$ cat src/rtl/jtag_tap_core.sv
// jtag_tap_core
//   JTAG test access port: the 16-state TAP controller, an IR_LEN-bit
//   instruction register, and three data registers:
//     - BYPASS, 1 bit
//     - IDCODE, 32 bits
//     - one USER_LEN-bit user DR with a capture/update handshake to core logic.
//   Shifting happens on the rising edge of tck. tdo, tdo_en and all update
//   side effects happen on the falling edge.
//
// Ports
//   tck            test clock
//   trst_n         asynchronous active-low reset
//   tms, tdi       sampled on tck rising edge
//   tdo, tdo_en    serial output and its enable, launched on tck falling edge
//   state          current TAP state (0 Test-Logic-Reset .. 15 Update-IR)
//   ir             active instruction
//   user_cap_data  value loaded into the user DR at Capture-DR
//   user_upd_data  user DR value latched at Update-DR (USER_OP only)
//   user_upd       one-tck-period pulse marking new user_upd_data
module jtag_tap_core #(
  parameter int                IR_LEN     = 4,
  parameter logic [31:0]       IDCODE_VAL = 32'h1000_0001,
  parameter int                USER_LEN   = 8,
  parameter logic [IR_LEN-1:0] IDCODE_OP  = 4'b0001,
  parameter logic [IR_LEN-1:0] USER_OP    = 4'b0010
) (
  input  logic                tck,
  input  logic                trst_n,
  input  logic                tms,
  input  logic                tdi,
  output logic                tdo,
  output logic                tdo_en,
  output logic [3:0]          state,
  output logic [IR_LEN-1:0]   ir,
  input  logic [USER_LEN-1:0] user_cap_data,
  output logic [USER_LEN-1:0] user_upd_data,
  output logic                user_upd
);

  typedef enum logic [3:0] {
    TLR      = 4'd0,
    RTI      = 4'd1,
    SEL_DR   = 4'd2,
    CAP_DR   = 4'd3,
    SHIFT_DR = 4'd4,
    EXIT1_DR = 4'd5,
    PAUSE_DR = 4'd6,
    EXIT2_DR = 4'd7,
    UPD_DR   = 4'd8,
    SEL_IR   = 4'd9,
    CAP_IR   = 4'd10,
    SHIFT_IR = 4'd11,
    EXIT1_IR = 4'd12,
    PAUSE_IR = 4'd13,
    EXIT2_IR = 4'd14,
    UPD_IR   = 4'd15
  } tap_state_t;

  // Capture-IR pattern: the 2'b01 required by 1149.1, zero-extended.
  localparam logic [IR_LEN-1:0] IR_CAPTURE = {{(IR_LEN-1){1'b0}}, 1'b1};

  tap_state_t          state_reg;
  logic [IR_LEN-1:0]   ir_shift_reg;
  logic [IR_LEN-1:0]   ir_reg;
  logic [31:0]         idcode_dr_reg;
  logic [USER_LEN-1:0] user_dr_reg;
  logic                bypass_dr_reg;
  logic [USER_LEN-1:0] user_upd_data_reg;
  logic                user_upd_reg;
  logic                tdo_reg;
  logic                tdo_en_reg;

  logic                sel_idcode;
  logic                sel_user;
  logic                dr_lsb;
  logic [USER_LEN-1:0] user_dr_next;

  // IDCODE wins if both opcodes were ever configured identically.
  // Every other opcode, all-ones included, falls through to BYPASS.
  assign sel_idcode = (ir_reg == IDCODE_OP);
  assign sel_user   = (ir_reg == USER_OP) && !sel_idcode;

  assign dr_lsb = sel_idcode ? idcode_dr_reg[0] :
                  sel_user   ? user_dr_reg[0]   : bypass_dr_reg;

  // A 1-bit user DR has no upper slice to shift down.
  generate
    if (USER_LEN == 1) begin : g_user_one
      assign user_dr_next = tdi;
    end else begin : g_user_wide
      assign user_dr_next = {tdi, user_dr_reg[USER_LEN-1:1]};
    end
  endgenerate

  // TAP controller state register
  always_ff @(posedge tck or negedge trst_n) begin
    if (!trst_n) begin
      state_reg <= TLR;
    end else begin
      case (state_reg)
        TLR:      state_reg <= tms ? TLR      : RTI;
        RTI:      state_reg <= tms ? SEL_DR   : RTI;
        SEL_DR:   state_reg <= tms ? SEL_IR   : CAP_DR;
        CAP_DR:   state_reg <= tms ? EXIT1_DR : SHIFT_DR;
        SHIFT_DR: state_reg <= tms ? EXIT1_DR : SHIFT_DR;
        EXIT1_DR: state_reg <= tms ? UPD_DR   : PAUSE_DR;
        PAUSE_DR: state_reg <= tms ? EXIT2_DR : PAUSE_DR;
        EXIT2_DR: state_reg <= tms ? UPD_DR   : SHIFT_DR;
        UPD_DR:   state_reg <= tms ? SEL_DR   : RTI;
        SEL_IR:   state_reg <= tms ? TLR      : CAP_IR;
        CAP_IR:   state_reg <= tms ? EXIT1_IR : SHIFT_IR;
        SHIFT_IR: state_reg <= tms ? EXIT1_IR : SHIFT_IR;
        EXIT1_IR: state_reg <= tms ? UPD_IR   : PAUSE_IR;
        PAUSE_IR: state_reg <= tms ? EXIT2_IR : PAUSE_IR;
        EXIT2_IR: state_reg <= tms ? UPD_IR   : SHIFT_IR;
        UPD_IR:   state_reg <= tms ? SEL_DR   : RTI;
        default:  state_reg <= TLR;
      endcase
    end
  end

  // Shift registers: capture and shift on the rising edge, keyed by the
  // pre-edge state. Only the selected DR moves; the others hold.
  always_ff @(posedge tck or negedge trst_n) begin
    if (!trst_n) begin
      ir_shift_reg  <= '0;
      idcode_dr_reg <= '0;
      user_dr_reg   <= '0;
      bypass_dr_reg <= 1'b0;
    end else begin
      case (state_reg)
        CAP_IR:   ir_shift_reg <= IR_CAPTURE;
        SHIFT_IR: ir_shift_reg <= {tdi, ir_shift_reg[IR_LEN-1:1]};
        CAP_DR: begin
          if (sel_idcode)    idcode_dr_reg <= IDCODE_VAL;
          else if (sel_user) user_dr_reg   <= user_cap_data;
          else               bypass_dr_reg <= 1'b0;
        end
        SHIFT_DR: begin
          if (sel_idcode)    idcode_dr_reg <= {tdi, idcode_dr_reg[31:1]};
          else if (sel_user) user_dr_reg   <= user_dr_next;
          else               bypass_dr_reg <= tdi;
        end
        default: ;
      endcase
    end
  end

  // Falling-edge outputs. Test-Logic-Reset behaves like trst_n here, so a
  // five-tms=1 reset restores the IDCODE instruction without trst_n.
  always_ff @(negedge tck or negedge trst_n) begin
    if (!trst_n) begin
      tdo_reg           <= 1'b0;
      tdo_en_reg        <= 1'b0;
      ir_reg            <= IDCODE_OP;
      user_upd_reg      <= 1'b0;
      user_upd_data_reg <= '0;
    end else begin
      tdo_reg      <= 1'b0;
      tdo_en_reg   <= 1'b0;
      user_upd_reg <= 1'b0;
      case (state_reg)
        TLR: begin
          ir_reg            <= IDCODE_OP;
          user_upd_data_reg <= '0;
        end
        SHIFT_IR: begin
          tdo_reg    <= ir_shift_reg[0];
          tdo_en_reg <= 1'b1;
        end
        SHIFT_DR: begin
          tdo_reg    <= dr_lsb;
          tdo_en_reg <= 1'b1;
        end
        UPD_IR: ir_reg <= ir_shift_reg;
        UPD_DR: begin
          if (sel_user) begin
            user_upd_data_reg <= user_dr_reg;
            user_upd_reg      <= 1'b1;
          end
        end
        default: ;
      endcase
    end
  end

  assign state         = state_reg;
  assign ir            = ir_reg;
  assign tdo           = tdo_reg;
  assign tdo_en        = tdo_en_reg;
  assign user_upd      = user_upd_reg;
  assign user_upd_data = user_upd_data_reg;

endmodule

$ cat config.mk
export PLATFORM = sky130hd
export DESIGN_NAME = jtag_tap_core
export DESIGN_NICKNAME = d
export VERILOG_FILES = /design/src/rtl/jtag_tap_core.sv
export SDC_FILE = /design/constraint.sdc
export NUM_CORES = 1
export LEC_CHECK = 0
export ABC_AREA = 1
export ABC_CLOCK_PERIOD_IN_PS = 1400
export CORE_MARGIN = 1
export CORE_UTILIZATION = 51
export DETAILED_ROUTE_END_ITERATION = 8
export PLACE_DENSITY = 0.76
export SLEW_MARGIN = 20
export SYNTH_ARGS = -nofsm -noshare
export SYNTH_HDL_FRONTEND = slang
export SYNTH_SLANG_ARGS = --single-unit
$ cat constraint.sdc
create_clock -name tck -period 1.4 [get_ports tck]
set_input_delay 0.28 -clock tck [delete_from_list [all_inputs] [get_ports tck]]
set_output_delay 0.28 -clock tck [all_outputs]
set_load 0.01 [all_outputs]
==> results of run 1 <==
-- cell type report --
type                    count  area (sq um)  area share
clock buffers              10           138      0.0297
clock inverters             7          71.3      0.0154
inverters                  32           165      0.0357
multi-input cells         242          1540       0.333
flip-flops and latches     64          1610       0.347
well taps                  72          90.1      0.0195
repair buffers            110          1010       0.219
-- cells in the final DEF (no fill, tap or decap), types with 3 or more instances in the layout --
| cell type | count |
|---|---|
| clkdlybuf4s50_1 | 10 |
| buf_2 | 14 |
| clkinv_8 | 3 |
| dfrtp_2 | 4 |
| buf_4 | 51 |
| buf_12 | 4 |
| nand2_1 | 111 |
| dfrtn_1 | 14 |
| nor2_2 | 5 |
| nor2_1 | 10 |
| o22ai_2 | 3 |
| nand2_4 | 16 |
| dfrtp_1 | 45 |
| nand3_1 | 7 |
| nand2_8 | 6 |
| o21ai_0 | 3 |
| nand3_4 | 3 |
| inv_2 | 3 |
| o21ai_1 | 12 |
| nand3_2 | 12 |
| buf_6 | 27 |
| inv_1 | 25 |
| o21ai_2 | 14 |
| nor2_4 | 7 |
| clkbuf_8 | 10 |
| nand2_2 | 23 |
-- logic make-up after synthesis --
logic type | after synthesis
and+or+nand+nor | 199
buffers and inverters | 43
AOI/OAI and AO/OA | 40
DFF | 64
-- cell usage after synthesis --
| cell | instances |
|---|---|
| nor2_2 | 2 |
| a21oi_4 | 1 |
| a21oi_1 | 3 |
| nand2_1 | 142 |
| o22ai_1 | 6 |
| buf_6 | 6 |
| o21ai_1 | 9 |
| buf_2 | 3 |
| dfstp_2 | 1 |
| o21bai_1 | 1 |
| nor2_4 | 3 |
| nand3_1 | 21 |
| nand3_2 | 1 |
| inv_2 | 4 |
| nand2_2 | 4 |
| inv_1 | 29 |
| dfrtn_1 | 14 |
| nor2_1 | 17 |
| nand2_4 | 7 |
| o21ai_2 | 11 |
| o21ai_0 | 9 |
| nand4_1 | 2 |
| dfrtp_1 | 49 |
| buf_8 | 1 |
-- through the flow --
step	util	hold WS (ps)	area [sq um]	total power (W)	instances
global route	0.835	117	4630	0.00875	537
CTS	0.739	80.0	4090	0.00719	517
detailed placement	0.660	455	3650	0.00505	485
floorplan	-	-15.6	2990	0.00401	346
finish	0.835	92.3	4630	0.00836	537
global placement	0.660	453	3650	0.00498	485
-- worst paths after layout --
kind	slack, ps	cells past startpoint	end
max	-660	6	idcode_dr_reg[10]
min	90	2	idcode_dr_reg[31]
max reg2reg	-660	6	idcode_dr_reg[10]
min reg2reg	460	2	user_upd_data[6]
max in group asynchronous	560	2	tdo_en
min in group tck	460	2	user_upd_data[6]
-- critical path: cells and delay by family, from the launching register on --
family                 cells  cell delay (ps)
DFF                        1              570
and+or+nand+nor            4              370
buffers and inverters      2              310
-- layer usage --
layer	global-route usage	part of all wire	vias up
met5	0	0	-
met2	0.439	0.52	97
met3	0.0767	0.045	21
met1	0.331	0.41	1368
li1	-	-	1317
met4	0.115	0.022	0
-- what timing repair did --
item | in CTS | in global routing
resized for setup | 126 | 90
pin swaps | 11 | 32
buffers inserted | 14 | 24
setup endpoints to repair | 77 | 82
cloned | 2 | 4
-- power breakdown --
group | switching, W | internal, W
logic | 0.00220 | 0.00195
clock network | 0.000804 | 0.000880
registers | 0.000286 | 0.00224
total | 0.00329 | 0.00507
==> results.json, run 1 <==
{
  "status": "finished, violations left",
  "violations": "negative setup slack",
  "synth_adder_area_share": 0,
  "routed_wirelength_um": 8710,
  "irDropWorstVdd_mv": 1.10,
  "hold_violations": 0,
  "drc": 0,
  "grt_pass1_wl_um": 12300,
  "slew_headroom": 0.768,
  "post-place-ws_ps": -657,
  "ctsLongestPathBuffers": 2,
  "port_buffers": 30,
  "fillCellCount": 308,
  "drive_above_1_share": 0.475,
  "antenna_found_initial": 0,
  "boundaryPins": 31,
  "overflow": 0,
  "setup_viol": 77,
  "crit_path_top_delay_cell": "dfstp_2",
  "synth_compound_area_frac": 0.0887,
  "ys_seq_area_frac": 0.541,
  "leakagePower_nw": 2.52,
  "synth_warnings": 0,
  "cp-end-kind": "flop",
  "firstDrtPassIters": 4,
  "place.gp.congestion": 0.967,
  "vias_per_cell": 5.22,
  "min-delay-path-class": "in -> async",
  "synth_top_area_cell": "dfrtp_1",
  "initial_core_util": 0.535,
  "cts_tree": "built",
  "nets": 472,
  "cp.arrival_ps": 2350,
  "drt_iter0_drc": 150,
  "power-per-cell-area_nw_per_um2": 1810,
  "tightest_slew_ps": 347,
  "core_sq_um": 5540,
  "cp_cell_sequence": "nand3_4, nor2_4, buf_12, clkbuf_16, nand2_2, nand2_1",
  "rsz0062_at_grt": "yes",
  "synthSimpleGateAreaFrac": 0.295,
  "clock_skew_ps": 71.2,
  "crit_type": "reg -> reg",
  "grt_pass1_vias": 2622,
  "drv_slew": 0,
  "grt_max_degree": 33,
  "antenna_cells": 0,
  "cts_made_buffers": 9,
  "syn2layout_area_growth_pct": 56.2,
  "path_max_fanout": 7,
  "max_stage_delay_ps": 570,
  "synth_nets": 358,
  "max_cap_viol_count": 0,
  "die_h_um": 78.2,
  "fin_ws_ps": -659,
  "hpwl_um": 4490,
  "synth_area_sq_um": 2960,
  "yosysTopAreaCellShare": 0.414,
  "finalSetupTns_ps": -42120,
  "routed-via-count": 2803,
  "crit_start": "ir[0]",
  "synth_cells": 346,
  "htreeDepth": 3,
  "grtUsageTotal": 0.268,
  "dieArea_sq_um": 6120,
  "cts.reportedPaths.clkPinSlew_ps": 80,
  "cp.required_ps": 1690,
  "cts_hold_buffers": 0,
  "synth.ff_latch_count": 64,
  "synth_top_family_by_area": "simple AND/OR/NAND/NOR gates",
  "largest_register_ffs": 32,
  "r2r-start": "ir[0]",
  "insertion_delay_ps": 400,
  "rows": 27,
  "wl_per_cell_um": 16.2,
  "critPathLaunchType": "flop",
  "ant_nets": 0,
  "syn_avg_cell_area_sq_um": 8.56,
  "die_x_um": 78.2,
  "cts_root_buf": "clkbuf_8",
  "synth_xor_area_frac": 0,
  "yosys-top-cells-area": "dfrtp_1, nand2_1, dfrtn_1",
  "synth_cell_types": 24,
  "synthMuxAreaShare": 0,
  "cts_sinks": 64
}
Power figures use the tool's default switching activity.
==> run 2: changes to the inputs <==
--- a/config.mk
+++ b/config.mk
@@ -6,11 +6,11 @@
 export NUM_CORES = 1
 export LEC_CHECK = 0
 export ABC_AREA = 1
-export ABC_CLOCK_PERIOD_IN_PS = 1400
+export ABC_CLOCK_PERIOD_IN_PS = 1950
 export CORE_MARGIN = 1
-export CORE_UTILIZATION = 51
+export CORE_UTILIZATION = 50
 export DETAILED_ROUTE_END_ITERATION = 8
-export PLACE_DENSITY = 0.76
+export PLACE_DENSITY = 0.72
 export SLEW_MARGIN = 20
 export SYNTH_ARGS = -nofsm -noshare
 export SYNTH_HDL_FRONTEND = slang
==> constraint.sdc (replaced) <==
create_clock -name tck -period 1.95 [get_ports tck]
set_input_delay 0.39 -clock tck [delete_from_list [all_inputs] [get_ports tck]]
set_output_delay 0.39 -clock tck [all_outputs]
set_load 0.01 [all_outputs]
==> run 2 against run 1 <==
The flow still finishes with violations (negative setup slack). Global-route usage is essentially flat. Power shrank 28%. Critical path depth grew 1.
==> results.json, run 2 (same netlist as run 1, synthesis figures left out) <==
{
  "setup_viol": 71,
  "antenna_found_initial": 0,
  "routed_wirelength_um": 9120,
  "post-place-ws_ps": -448,
  "max_cap_viol_count": 0,
  "irDropWorstVdd_mv": 0.833,
  "cts_sinks": 64,
  "die_h_um": 79.0,
  "min-delay-path-class": "in -> async",
  "drc": 0,
  "tightest_slew_ps": 411,
  "initial_core_util": 0.528,
  "boundaryPins": 31,
  "grt_pass1_vias": 2762,
  "power-per-cell-area_nw_per_um2": 1290,
  "cp.arrival_ps": 2670,
  "nets": 475,
  "pwr-share-clk": 0.202,
  "stdcell_area_sq_um": 4650,
  "drt_iter0_drc": 207,
  "syn2layout_area_growth_pct": 56.9,
  "clock_skew_ps": 48.1,
  "ant_nets": 0,
  "cts_tree": "built",
  "vias_per_cell": 5.34,
  "power.total_w": 0.00600,
  "drive_above_1_share": 0.494,
  "cts_made_buffers": 9,
  "rows": 27,
  "post_dp_cell_area_sq_um": 3650,
  "crit_type": "reg -> reg",
  "insertion_delay_ps": 380,
  "drv_slew": 0,
  "largest_register_ffs": 32,
  "final_common_cell": "nand2_1",
  "max_stage_delay_ps": 530,
  "htreeDepth": 3,
  "cts_root_buf": "clkbuf_8",
  "pwr-share-seq": 0.303,
  "core_sq_um": 5610,
  "grtUsageTotal": 0.268,
  "firstDrtPassIters": 5,
  "fin_ws_ps": -484,
  "rsz0062_at_grt": "yes",
  "hpwl_um": 4430,
  "cp_cell_sequence": "buf_6, nand3_4, nor2_4, buf_12, inv_4, o21ai_2, inv_1",
  "antenna_cells": 0,
  "cts.reportedPaths.clkPinSlew_ps": 80,
  "ctsLongestPathBuffers": 2,
  "violations": "negative setup slack",
  "hold_violations": 0,
  "final_util": 0.828,
  "leakagePower_nw": 2.55,
  "cp-end-kind": "flop",
  "finalSetupTns_ps": -26570,
  "crit_path_top_delay_cell": "dfstp_2",
  "combPwrFrac": 0.495,
  "critPathLaunchType": "flop",
  "dieArea_sq_um": 6230,
  "place.gp.congestion": 0.872,
  "path_max_fanout": 5,
  "p_switching_w": 0.00239,
  "r2r_cells": 7,
  "overflow": 0,
  "switching_share": 0.398,
  "status": "finished, violations left",
  "port_buffers": 30,
  "cp.required_ps": 2190,
  "p_int_w": 0.00361,
  "routed-via-count": 2884,
  "final_cell_mix": "nand2_1, buf_4, dfrtp_1",
  "wl_per_cell_um": 16.9,
  "fillCellCount": 314,
  "grt_pass1_wl_um": 12600,
  "die_x_um": 79.0,
  "slew_headroom": 0.725,
  "grt_max_degree": 27
}
-- run 2: area by class of cell --
| cell class | instances | area, sq um | area share |
|---|---|---|---|
| Timing Repair Buffer | 114 | 1010 | 0.218 |
| Clock buffer | 10 | 138 | 0.0296 |
| Clock inverter | 7 | 71.3 | 0.0154 |
| Inverter | 32 | 150 | 0.0323 |
| Multi-Input combinational cell | 241 | 1570 | 0.339 |
| Tap cell | 72 | 90.1 | 0.0194 |
| Sequential cell | 64 | 1610 | 0.346 |
-- run 2: final timing paths --
| check | start | to | slack, ps |
|---|---|---|---|
| setup / recovery | ir[0] | idcode_dr_reg[0] | -480 |
| hold / removal | trst_n | user_dr_reg[4] | 420 |
| min in group tck | idcode_dr_reg[26] | idcode_dr_reg[25] | 490 |
| hold reg to reg | idcode_dr_reg[26] | idcode_dr_reg[25] | 490 |
| setup reg to reg | ir[0] | idcode_dr_reg[0] | -480 |
| max in group asynchronous | trst_n | tdo | 190 |
-- run 2: power groups by stage --
stage	clock [W]	combinational (W)	sequential, W
2_1_floorplan	0.00000642	0.00102	0.00186
3_3_place_gp	0.00000642	0.00192	0.00179
3_5_place_dp	0.00000642	0.00195	0.00180
4_1_cts	0.00121	0.00229	0.00177
5_1_grt	0.00128	0.00315	0.00184
6_report	0.00121	0.00297	0.00182
-- run 2: repair_timing --
action,in CTS,in global routing
endpoints found under the hold margin,5,0
pin swaps,9,47
hold buffers,1,0
cloned,3,1
endpoints found under the setup margin,71,71
setup buffers,15,22
resized for setup,108,98
-- run 2: worst max-delay path, delay by kind of cell, from the launching register on --
family / cells / cell delay (ps)
compound gates: 1 / 120
flops: 1 / 530
simple gates: 2 / 280
buf+inv: 4 / 390
-- run 2: metrics by stage --
step | instances | hold WS, ps
after floorplan | 346 | 94.4
after CTS | 519 | 431
after global routing | 540 | 455
after detailed placement | 485 | 266
final | 540 | 423
after global placement | 485 | 258
-- run 2: layer usage --
| metal | track usage | vias to the layer above | part of all wire | wire [um] |
|---|---|---|---|---|
| met5 | 0 | - | 0 | 0 |
| li1 | - | 1322 | - | - |
| met3 | 0.0437 | 32 | 0.051 | 467 |
| met1 | 0.328 | 1408 | 0.41 | 3740 |
| met2 | 0.458 | 122 | 0.50 | 4560 |
| met4 | 0.131 | 0 | 0.038 | 350 |
==> run 3: changes to the inputs <==
--- a/config.mk
+++ b/config.mk
@@ -7,6 +7,7 @@
 export LEC_CHECK = 0
 export ABC_AREA = 1
 export ABC_CLOCK_PERIOD_IN_PS = 1950
+export CORE_ASPECT_RATIO = 1.5
 export CORE_MARGIN = 1
 export CORE_UTILIZATION = 50
 export DETAILED_ROUTE_END_ITERATION = 8
==> constraint.sdc (replaced) <==
create_clock -name tck -period 1.95 [get_ports tck]
set_input_delay 0.195 -clock tck [delete_from_list [all_inputs] [get_ports tck]]
set_output_delay 0.195 -clock tck [all_outputs]
set_load 0.01 [all_outputs]
==> run 3 against run 2 <==
The run still ends with negative setup slack left. Count of clock-buffer cells in the layout increased by 2. Setup slack improved by 140 ps. Critical path depth is 1 lower. First-iteration DRC count fell by 14%. Hold slack gained 46 ps. Cell count fell by 4.6%. Non-clock buffer count down 26. Combinational power down 12%. Core utilization fell by 7.8 points. Via count is 5.7% lower. Critical path type unchanged. Critical endpoint is now bypass_dr_reg. Largest power group unchanged.
==> results.json, run 3 (same netlist as run 1, synthesis figures left out) <==
{
  "final_util": 0.750,
  "ant_nets": 0,
  "final_common_cell": "nand2_1",
  "path_max_fanout": 3,
  "r2r_cells": 6,
  "fin_ws_ps": -340,
  "crit_start": "ir[0]",
  "vias_per_cell": 5.28,
  "htreeDepth": 3,
  "firstDrtPassIters": 5,
  "core_sq_um": 5740,
  "crit_path_top_delay_cell": "dfstp_2",
  "wl_per_cell_um": 15.3,
  "cp.required_ps": 2170,
  "dieArea_sq_um": 6240,
  "cp_cell_sequence": "inv_1, nand3_4, buf_4, nand3_2, nand2_1, o21ai_1",
  "drt_iter0_drc": 179,
  "leakagePower_nw": 2.32,
  "antenna_found_initial": 0,
  "place.gp.congestion": 0.837,
  "tightest_slew_ps": 338,
  "drv_slew": 0,
  "syn2layout_area_growth_pct": 45.5,
  "stdcell_count": 515,
  "max_cap_viol_count": 0,
  "rsz0062_at_grt": "yes",
  "status": "finished, violations left",
  "power.total_w": 0.00548,
  "cp_num_buf_inv": 2,
  "ctsLongestPathBuffers": 2,
  "reg2reg_slack_ps": -340,
  "combPwrFrac": 0.475,
  "die_x_um": 64.8,
  "die_h_um": 96.3,
  "drc": 0,
  "port_buffers": 30,
  "drive_above_1_share": 0.400,
  "crit_type": "reg -> reg",
  "p_int_w": 0.00333,
  "cp_top_family": "flip-flops",
  "insertion_delay_ps": 380,
  "initial_core_util": 0.516,
  "critPathLaunchType": "flop",
  "routed_wirelength_um": 7880,
  "max_stage_delay_ps": 560,
  "p_switching_w": 0.00215,
  "slew_headroom": 0.774,
  "final_cell_mix": "nand2_1, dfrtp_1, buf_4",
  "pwr-share-clk": 0.194,
  "hold_violations": 0,
  "power-per-cell-area_nw_per_um2": 1270,
  "clock_skew_ps": 47.7,
  "cts_sinks": 64,
  "routed-via-count": 2720,
  "boundaryPins": 31,
  "grt_pass1_vias": 2597,
  "setup_viol": 71,
  "hpwl_um": 4210,
  "cts_tree": "built",
  "largest_register_ffs": 32,
  "min-delay-path-class": "in -> async",
  "rows": 34,
  "switching_share": 0.392,
  "finalSetupTns_ps": -18200,
  "cp-end-kind": "flop",
  "grt_pass1_wl_um": 11800,
  "overflow": 0,
  "rr_endpoint": "bypass_dr_reg",
  "grtUsageTotal": 0.256,
  "antenna_cells": 0,
  "cts.reportedPaths.clkPinSlew_ps": 70,
  "place_inst": 467,
  "cp.arrival_ps": 2510,
  "cts_root_buf": "clkbuf_8",
  "cts_made_buffers": 9,
  "r2r-start": "ir[0]",
  "nets": 450,
  "grt_max_degree": 35,
  "irDropWorstVdd_mv": 0.954,
  "violations": "negative setup slack",
  "pwr-share-seq": 0.331
}
==> run 3: worst max path at each step <==
stage / endpoint / slack, ps / cells past startpoint
floorplan: tdo / -280 / 8
global placement: idcode_dr_reg[28] / -320 / 7
detailed placement: idcode_dr_reg[28] / -320 / 7
CTS: idcode_dr_reg[3] / -310 / 6
global route: bypass_dr_reg / -400 / 6
finish: bypass_dr_reg / -340 / 6
==> run 3: worst register-to-register path, stage by stage, from the launching register on <==
cell,delay (ps)
dfstp_2,560
inv_1,90
nand3_4,100
buf_4,130
nand3_2,80
nand2_1,100
o21ai_1,80
==> run 3: what timing repair did <==
item                       4_1_cts  5_1_grt
pin swaps                       26       18
cloned                           3        2
resized for setup              120       26
setup buffers                   19        9
hold buffers                     1        0
setup endpoints to repair       71       71
hold endpoints to repair        32        0
==> run 3: layout make-up <==
type                    count  area, sq um
flip-flops and latches     64         1610
multi-input cells         242         1450
fillers                   381         1440
repair buffers             88          843
clock buffers              12          155
inverters                  32          133
well taps                  72         90.1
clock inverters             5         32.5
==> run 3: through the flow <==
stage | worst slack [ps] | area, sq um | hold slack, ps
finish | -340 | 4310 | 469
global route | -397 | 4310 | 499
CTS | -309 | 4090 | 469
detailed placement | -321 | 3540 | 295
global placement | -317 | 3540 | 299
floorplan | -279 | 2990 | -101
==> run 3: power groups by stage <==
stage	registers, W	clock network [W]	logic (W)
after floorplan	0.00186	0.00000642	0.00102
after global placement	0.00180	0.00000642	0.00169
after detailed placement	0.00181	0.00000642	0.00172
after CTS	0.00180	0.00107	0.00224
after global routing	0.00184	0.00111	0.00280
final	0.00181	0.00106	0.00260
==> run 3: routing by layer <==
metal	GRT usage	part of all wire	up-vias
met3	0.0415	0.023	32
li1	-	-	1276
met5	0	0	-
met1	0.285	0.39	1346
met2	0.451	0.54	66
met4	0.159	0.043	0
